[src/rtl/mix_columns_engine.sv]
// AES MixColumns / InvMixColumns engine.
// A captured block is transformed LANES columns per cycle into the result
// register, then held on out_data until the consumer takes it.
module mix_columns_engine #(
    parameter int unsigned NB    = 4,
    parameter int unsigned LANES = 1
) (
    input  logic              clk,
    input  logic              rst,
    input  logic              in_valid,
    output logic              in_ready,
    input  logic              in_inv,
    input  logic [32*NB-1:0]  in_data,
    output logic              out_valid,
    input  logic              out_ready,
    output logic [32*NB-1:0]  out_data,
    output logic              busy
);

    localparam int unsigned CW = $clog2(NB + 1);

    generate
        if ((NB != 4 && NB != 6 && NB != 8) || LANES == 0 || (NB % LANES) != 0) begin : g_cfg_err
            $error("mix_columns_engine: NB must be 4, 6 or 8 and LANES must divide NB");
        end
    endgenerate

    typedef enum logic [1:0] {
        IDLE,
        CALC,
        HOLD
    } state_t;

    state_t            state_q, state_d;
    logic [CW-1:0]     cnt_q, cnt_d;
    logic [32*NB-1:0]  src_q, src_d;
    logic [32*NB-1:0]  res_q, res_d;
    logic              inv_q, inv_d;
    logic              arm_q;

    function automatic logic [7:0] xtime(input logic [7:0] x);
        return {x[6:0], 1'b0} ^ (x[7] ? 8'h1B : 8'h00);
    endfunction

    // One column; k[n][j] is row byte j scaled by the n-th coefficient of the mode.
    function automatic logic [31:0] mix_col(input logic [31:0] col, input logic inv);
        logic [7:0] a, p2, p4, p8, acc;
        logic [7:0] k [4][4];
        logic [31:0] r;
        for (int unsigned j = 0; j < 4; j++) begin
            a  = col[31-8*j -: 8];
            p2 = xtime(a);
            p4 = xtime(p2);
            p8 = xtime(p4);
            if (inv) begin
                k[0][j] = p8 ^ p4 ^ p2;
                k[1][j] = p8 ^ p2 ^ a;
                k[2][j] = p8 ^ p4 ^ a;
                k[3][j] = p8 ^ a;
            end else begin
                k[0][j] = p2;
                k[1][j] = p2 ^ a;
                k[2][j] = a;
                k[3][j] = a;
            end
        end
        r = '0;
        for (int unsigned row = 0; row < 4; row++) begin
            acc = '0;
            for (int unsigned j = 0; j < 4; j++) begin
                acc = acc ^ k[(j + 4 - row) % 4][j];
            end
            r[31-8*row -: 8] = acc;
        end
        return r;
    endfunction

    assign in_ready  = (state_q == IDLE) && arm_q;
    assign out_valid = (state_q == HOLD);
    assign busy      = (state_q != IDLE);
    assign out_data  = res_q;

    // Holds in_ready low until the first clock edge after reset release.
    always_ff @(posedge clk or negedge rst) begin
        if (!rst) arm_q <= 1'b0;
        else      arm_q <= 1'b1;
    end

    // State, counter and datapath registers.
    always_ff @(posedge clk or negedge rst) begin
        if (!rst) begin
            state_q <= IDLE;
            cnt_q   <= '0;
            src_q   <= '0;
            res_q   <= '0;
            inv_q   <= 1'b0;
        end else begin
            state_q <= state_d;
            cnt_q   <= cnt_d;
            src_q   <= src_d;
            res_q   <= res_d;
            inv_q   <= inv_d;
        end
    end

    // Next-state logic; each lane muxes its column in and its result back out.
    always_comb begin : p_next
        logic [31:0] lane_col;
        logic [31:0] lane_res;
        state_d  = state_q;
        cnt_d    = cnt_q;
        src_d    = src_q;
        res_d    = res_q;
        inv_d    = inv_q;
        lane_col = '0;
        lane_res = '0;
        case (state_q)
            IDLE: begin
                if (in_valid && in_ready) begin
                    src_d   = in_data;
                    inv_d   = in_inv;
                    cnt_d   = '0;
                    state_d = CALC;
                end
            end
            CALC: begin
                for (int unsigned l = 0; l < LANES; l++) begin
                    lane_col = '0;
                    for (int unsigned c = 0; c < NB; c++) begin
                        if (32'(cnt_q) + l == c) lane_col = src_q[32*NB-1-32*c -: 32];
                    end
                    lane_res = mix_col(lane_col, inv_q);
                    for (int unsigned c = 0; c < NB; c++) begin
                        if (32'(cnt_q) + l == c) res_d[32*NB-1-32*c -: 32] = lane_res;
                    end
                end
                cnt_d = cnt_q + CW'(LANES);
                if (cnt_q == CW'(NB - LANES)) state_d = HOLD;
            end
            HOLD: begin
                if (out_ready) state_d = IDLE;
            end
            default: state_d = IDLE;
        endcase
    end

endmodule

[config.mk]
export PLATFORM = sky130hd
export DESIGN_NAME = mix_columns_engine
export DESIGN_NICKNAME = d
export VERILOG_FILES = /design/src/rtl/mix_columns_engine.sv
export SDC_FILE = /design/constraint.sdc
export NUM_CORES = 1
export LEC_CHECK = 0
export CAP_MARGIN = 20
export CORE_UTILIZATION = 53
export DETAILED_ROUTE_END_ITERATION = 8
export PLACE_DENSITY = 0.88
export SYNTH_ARGS = -nofsm -noshare
export SYNTH_HDL_FRONTEND = slang
export SYNTH_SLANG_ARGS = --single-unit
[constraint.sdc]
create_clock -name clk -period 3.97 [get_ports clk]
set_clock_uncertainty 0.15 [all_clocks]
set_input_delay 0.5955 -clock clk [delete_from_list [all_inputs] [get_ports clk]]
set_output_delay 0.5955 -clock clk [all_outputs]
set_load 0.05 [all_outputs]
### Yosys cells after proc, flatten, opt, wreduce, memory -nomap -nowiden

Cells that the tools add are included.
Widths: inputs -> output; s select.

* add/sub/neg operators: 1
* eq/ne operators: 8
* muxes and demuxes: 55
* bitwise gates (word level): 52
* reduce and logical (&&, ||, !) cells: 13

Operators by type and width (count)
* $xor 8x8->8: 40
* $mux 8: 32
* $mux 32: 5
* $xor 8x5->8: 12
* $mux 5: 12
* $logic_not 32->1: 1
* $reduce_and 2->1: 6
* $eq 3x2->1 const B: 2
* $mux 2: 3
* $pmux 2 s3: 1
* $pmux 3 s2: 1
* $ne 2x1->1 const B: 2
* $reduce_bool 2->1: 2
* $add 3x1->3 const B: 1
* $eq 3x1->1 const B: 1
* $mux 3: 1
* $reduce_and 3->1: 1
* $eq 2x1->1 const B: 1
* $eq 2x2->1 const B: 1
* $logic_and 1x1->1: 2
* $logic_not 2->1: 1
* $ne 2x2->1 const B: 1

* register bits: 263
* bits of input ports: 133
* output and inout port bits: 131
* logic and storage cells: 138

### Depth between registers and ports, before layout

* depth in word-level cells: 19
* gate-level depth with buffers: 16
* depth with buffers taken out: 11

### Worst setup path after synthesis

OpenSTA, ideal clock, no wires.

* path type: flip-flop to flip-flop
* start point: register cnt_q[0]
* end point: register res_q[76], in the netlist out_data[76]
* library setup time: 0.069 ns
* arrival: 3.257 ns
* setup slack: 0.494 ns
* cell stages (with the launch flop): 14
* path buffers: 2
* clock period less this slack: 3.476 ns
* cell sequence: dfrtp_1 inv_1 ha_1 buf_4 inv_2 a2bb2oi_1 xor2_1 a22o_1 xnor2_1 xnor3_2 xnor2_4 buf_4 a211o_1 nand3_1

* cells in the longest elaborated chain, start to end: 17
* elaborated cells on any way between the ends: 52
* classes of those cells: eq/ne: 3; mux: 24; bitwise: 23; reduce/logical: 2

Ends and longest elaborated chain
* from (decl): line 35 `logic [CW-1:0] cnt_q, cnt_d;`
* from (signal assigned): line 99 `cnt_q <= cnt_d;`
* $logic_not 32->1: line 130 `if (32'(cnt_q) + l == c) lane_col = src_q[32*NB-1-32*c -: 32];`
* $mux 32 (4 in a row): line 130
* $mux 32: line 117 `case (state_q)`
* $xor 8x5->8: line 42 `return {x[6:0], 1'b0} ^ (x[7] ? 8'h1B : 8'h00);`
* $mux 5 or $xor 8x5->8 (tied branches): line 42
* $xor 8x5->8 or $mux 5 (tied branches): line 42
* $xor 8x5->8: line 42
* $xor 8x8->8 (2 in a row): line 58 `k[2][j] = p8 ^ p4 ^ a;`
* $mux 8: line 55 `if (inv) begin`
* $mux 8: line 117
* $xor 8x8->8 (3 in a row): line 71 `acc = acc ^ k[(j + 4 - row) % 4][j];`
* to (signal assigned): line 101 `res_q <= res_d;`
* to (decl): line 37 `logic [32*NB-1:0] res_q, res_d;`

Several ways; a longest one is shown, not always the timed one. The select of a mux whose other input is x is not followed.
A chain may end at the register's enable or synchronous reset.

### Worst setup path in the final report

* start point: register cnt_q[0]
* end point: register res_q[47], in the netlist out_data[47]

* cells in the longest elaborated chain, start to end: 16
* elaborated cells on any way between the ends: 41
* classes of those cells: eq/ne: 3; mux: 13; bitwise: 23; reduce/logical: 2

Ends and longest elaborated chain (line)
* $logic_not 32->1: 130
* $mux 32 (4 in a row): 130
* $mux 32: 117
* $xor 8x5->8 (3 in a row): 42
* $xor 8x8->8 (2 in a row): 58
* $mux 8: 55
* $mux 8: 117
* $xor 8x8->8 (3 in a row): 71

Several ways; a longest one is shown, not always the timed one. The select of a mux whose other input is x is not followed.

==> flow_summary.ini <==
[cells_and_area]
drive_gt1_frac = 0.0924
fin_area_mm2 = 0.0179
diodes = 0
layout.nets = 1872
synthToLayoutAreaGrowth_pct = 31.1

[yosys]
dominantRegCellSynth = dfrtp_1
synth_edf_count = 0
synth.cell_area_mm2 = 0.0136
synth_commonest_cells = nand2_1, dfrtp_1, xnor2_1
syn_avg_cell_area_um2 = 9.19
yosys_warnings = 0
ys_ff_latch = 263
synth_cells = 1482
synth_cell_type_count = 50
netlist_top_cells_area = dfrtp_1, nand2_1, xnor2_1
synth_nets = 1620
synth_top_area_cell = dfrtp_1
synth_most_common_cell = nand2_1
ys_async_sr_fraction = 1.00
synth_top_area_share = 0.483
seq_area_frac_synth = 0.483

[timing]
setup_viol_count_final = 0
fin_setup_tns_ns = 0
fmax_ghz = 0.259
finalWorstSetupSlack_ns = 0.102
period_share = 0.974
hold_ws_ns = -0.0213
drv_slew = 0
period_needed_ns = 3.87
hold_viol_final = 21
worst_slew_pin_slew_ns = 0.815
relSlewSlack = 0.455

[hold_path]
hp-class = primary input to async pin

[route]
drt_iter0_markers = 1212
drc = 0
viasPerCell = 5.68
firstDrtPassIters = 7
ant_nets = 0
routed-via-count = 11800
wire_per_inst_um = 19.3
wirelength_mm = 40.1

[global_routing]
met2_usage = 0.511
antenna_found_initial = 0
overflow = 0
track_usage = 0.305
gr-usage-met3 = 0.0339
busiest_layer = met2
grt_pass1_wl_mm = 62.3
grt_pass1_vias = 11400
grt_max_degree = 105
use_met1 = 0.410

[clock_tree]
clk_pin_slew_ns = 0.06
postCtsHoldBufs = 0
cts_sinks = 263
clockRootBuffer = clkbuf_16
ctsHtreeMaxLevel = 1
clk_path_buf_depth = 3
cts_buffers = 26
cts_tree = built
clk-insertion-delay-late_ns = 0.53

[place]
portBuffers = 263
preCtsSetupSlack_ns = -0.0426
place_hpwl_mm = 29.4
dpl_cell_area_mm2 = 0.0168
gp_congestion = 0.989

[floorplan]
num_rows = 58
coreArea_mm2 = 0.0252
start_util = 0.541
num_io_pins = 264
fp.dieH_um = 162
die_area_mm2 = 0.0264
die_x_um = 162

[setup_path]
required_ns = 4.18
cp-start-kind = flop
crit_slowest_cell = xnor2_1
critPathMaxFanout = 12
crit_path_frequent_cell = xnor2_1
worst_setup_path_end_kind = flop
crit_path_cell_trace = inv_1 -> ha_2 -> buf_4 -> nand3b_1 -> a2bb2oi_1 -> xnor2_1 -> o22ai_1 -> xor2_1 -> xnor2_1 -> nand2_1 -> xnor2_1 -> o21ai_0
arrival_ns = 4.08
max_stage_delay_ns = 0.55
worstSetupPathType = flop to flop

[flow_run]
cap_violations = 0

[status]
violations = negative hold slack
status = finished with violations
==> timing repair <==
action                                  in CTS  in global routing
endpoints found under the setup margin       8                 45
setup buffers                                0                  1
gates resized for setup                      1                 16
pin swaps                                    0                  2
endpoints found under the hold margin        0                  0
gates cloned                                 0                  0
==> sequential cells by signal, indices dropped and copies added, names as in the netlist <==
| signal | cells |
|---|---|
| arm_q | 1 |
| cnt_q | 3 |
| inv_q | 1 |
| out_data | 128 |
| src_q | 128 |
| state_q | 2 |
==> cells by family after synthesis <==
logic type                 after synthesis  share of synthesized area
AOI/OAI and AO/OA                      250                      0.122
buffers and inverters                  108                     0.0333
other                                    1                   0.000275
adders and majority gates                5                    0.00459
xor gates and xnor gates               190                      0.144
muxes                                   12                     0.0162
DFF                                    263                      0.483
and+or+nand+nor                        653                      0.196
==> worst paths after layout <==
path                                 to  slack, ns  cells past startpoint      start
max                        out_data[47]       0.10                     12   cnt_q[0]
min                        out_data[95]      -0.02                      1        rst
max reg2reg                out_data[47]       0.10                     12   cnt_q[0]
min reg2reg                   src_q[45]       0.33                      2  src_q[45]
max in group asynchronous     src_q[75]       2.86                      2        rst
min in group clk              src_q[45]       0.33                      2  src_q[45]
==> worst max-delay path, delay by kind of cell, from the launching register on <==
family | cells | cell delay [ns]
adder cells (fa/ha/maj) | 1 | 0.27
buffers and inverters | 2 | 0.37
XOR/XNOR | 4 | 1.22
AND/OR/NAND/NOR | 2 | 0.24
AO/OA/AOI/OAI | 3 | 1.01
flip-flops | 1 | 0.45
==> cell usage in the layout (no fill, tap or decap), drive strengths merged, types with 12 or more instances in the layout <==
cell type,Yosys,final
a32oi,14,14
nand3b,17,17
nor2b,12,12
o21ai,111,111
xor2,34,34
nand3,18,18
dfrtp,263,263
nand2,552,552
a2bb2oi,14,14
inv,11,12
buf,28,59
xnor2,142,142
clkbuf,69,36
xnor3,14,14
o31ai,25,25
nand2b,15,15
clkdlybuf4s50,0,262
a22oi,16,16
a21oi,38,38
==> per-stage QoR <==
| stage | util | instances | hold slack [ns] |
|---|---|---|---|
| after floorplan | - | 1482 | 0.150 |
| after detailed placement | 0.666 | 2034 | 0.307 |
| after global placement | 0.666 | 2034 | 0.305 |
| after CTS | 0.705 | 2081 | 0.00395 |
| final | 0.710 | 2083 | -0.0213 |
| after global routing | 0.710 | 2083 | 0.0240 |
==> cell type report <==
cell class,instances,area [µm²]
Clock inverter,11,186
Clock buffer,36,769
Inverter,11,43.8
Multi-Input combinational cell,1111,6730
Sequential cell,263,6580
Tap cell,330,413
Timing Repair Buffer,321,3150
Fill cell,1797,7310
==> layer usage <==
| metal | share of wire | routed length, µm |
|---|---|---|
| met1 | 0.41 | 16400 |
| met2 | 0.48 | 19300 |
| met3 | 0.074 | 2990 |
| met4 | 0.037 | 1490 |
| met5 | 0 | 0 |
Power is left out: the tool's default activity adds up to more than one toggle a clock period on the data nets, which glitch-free logic cannot reach.
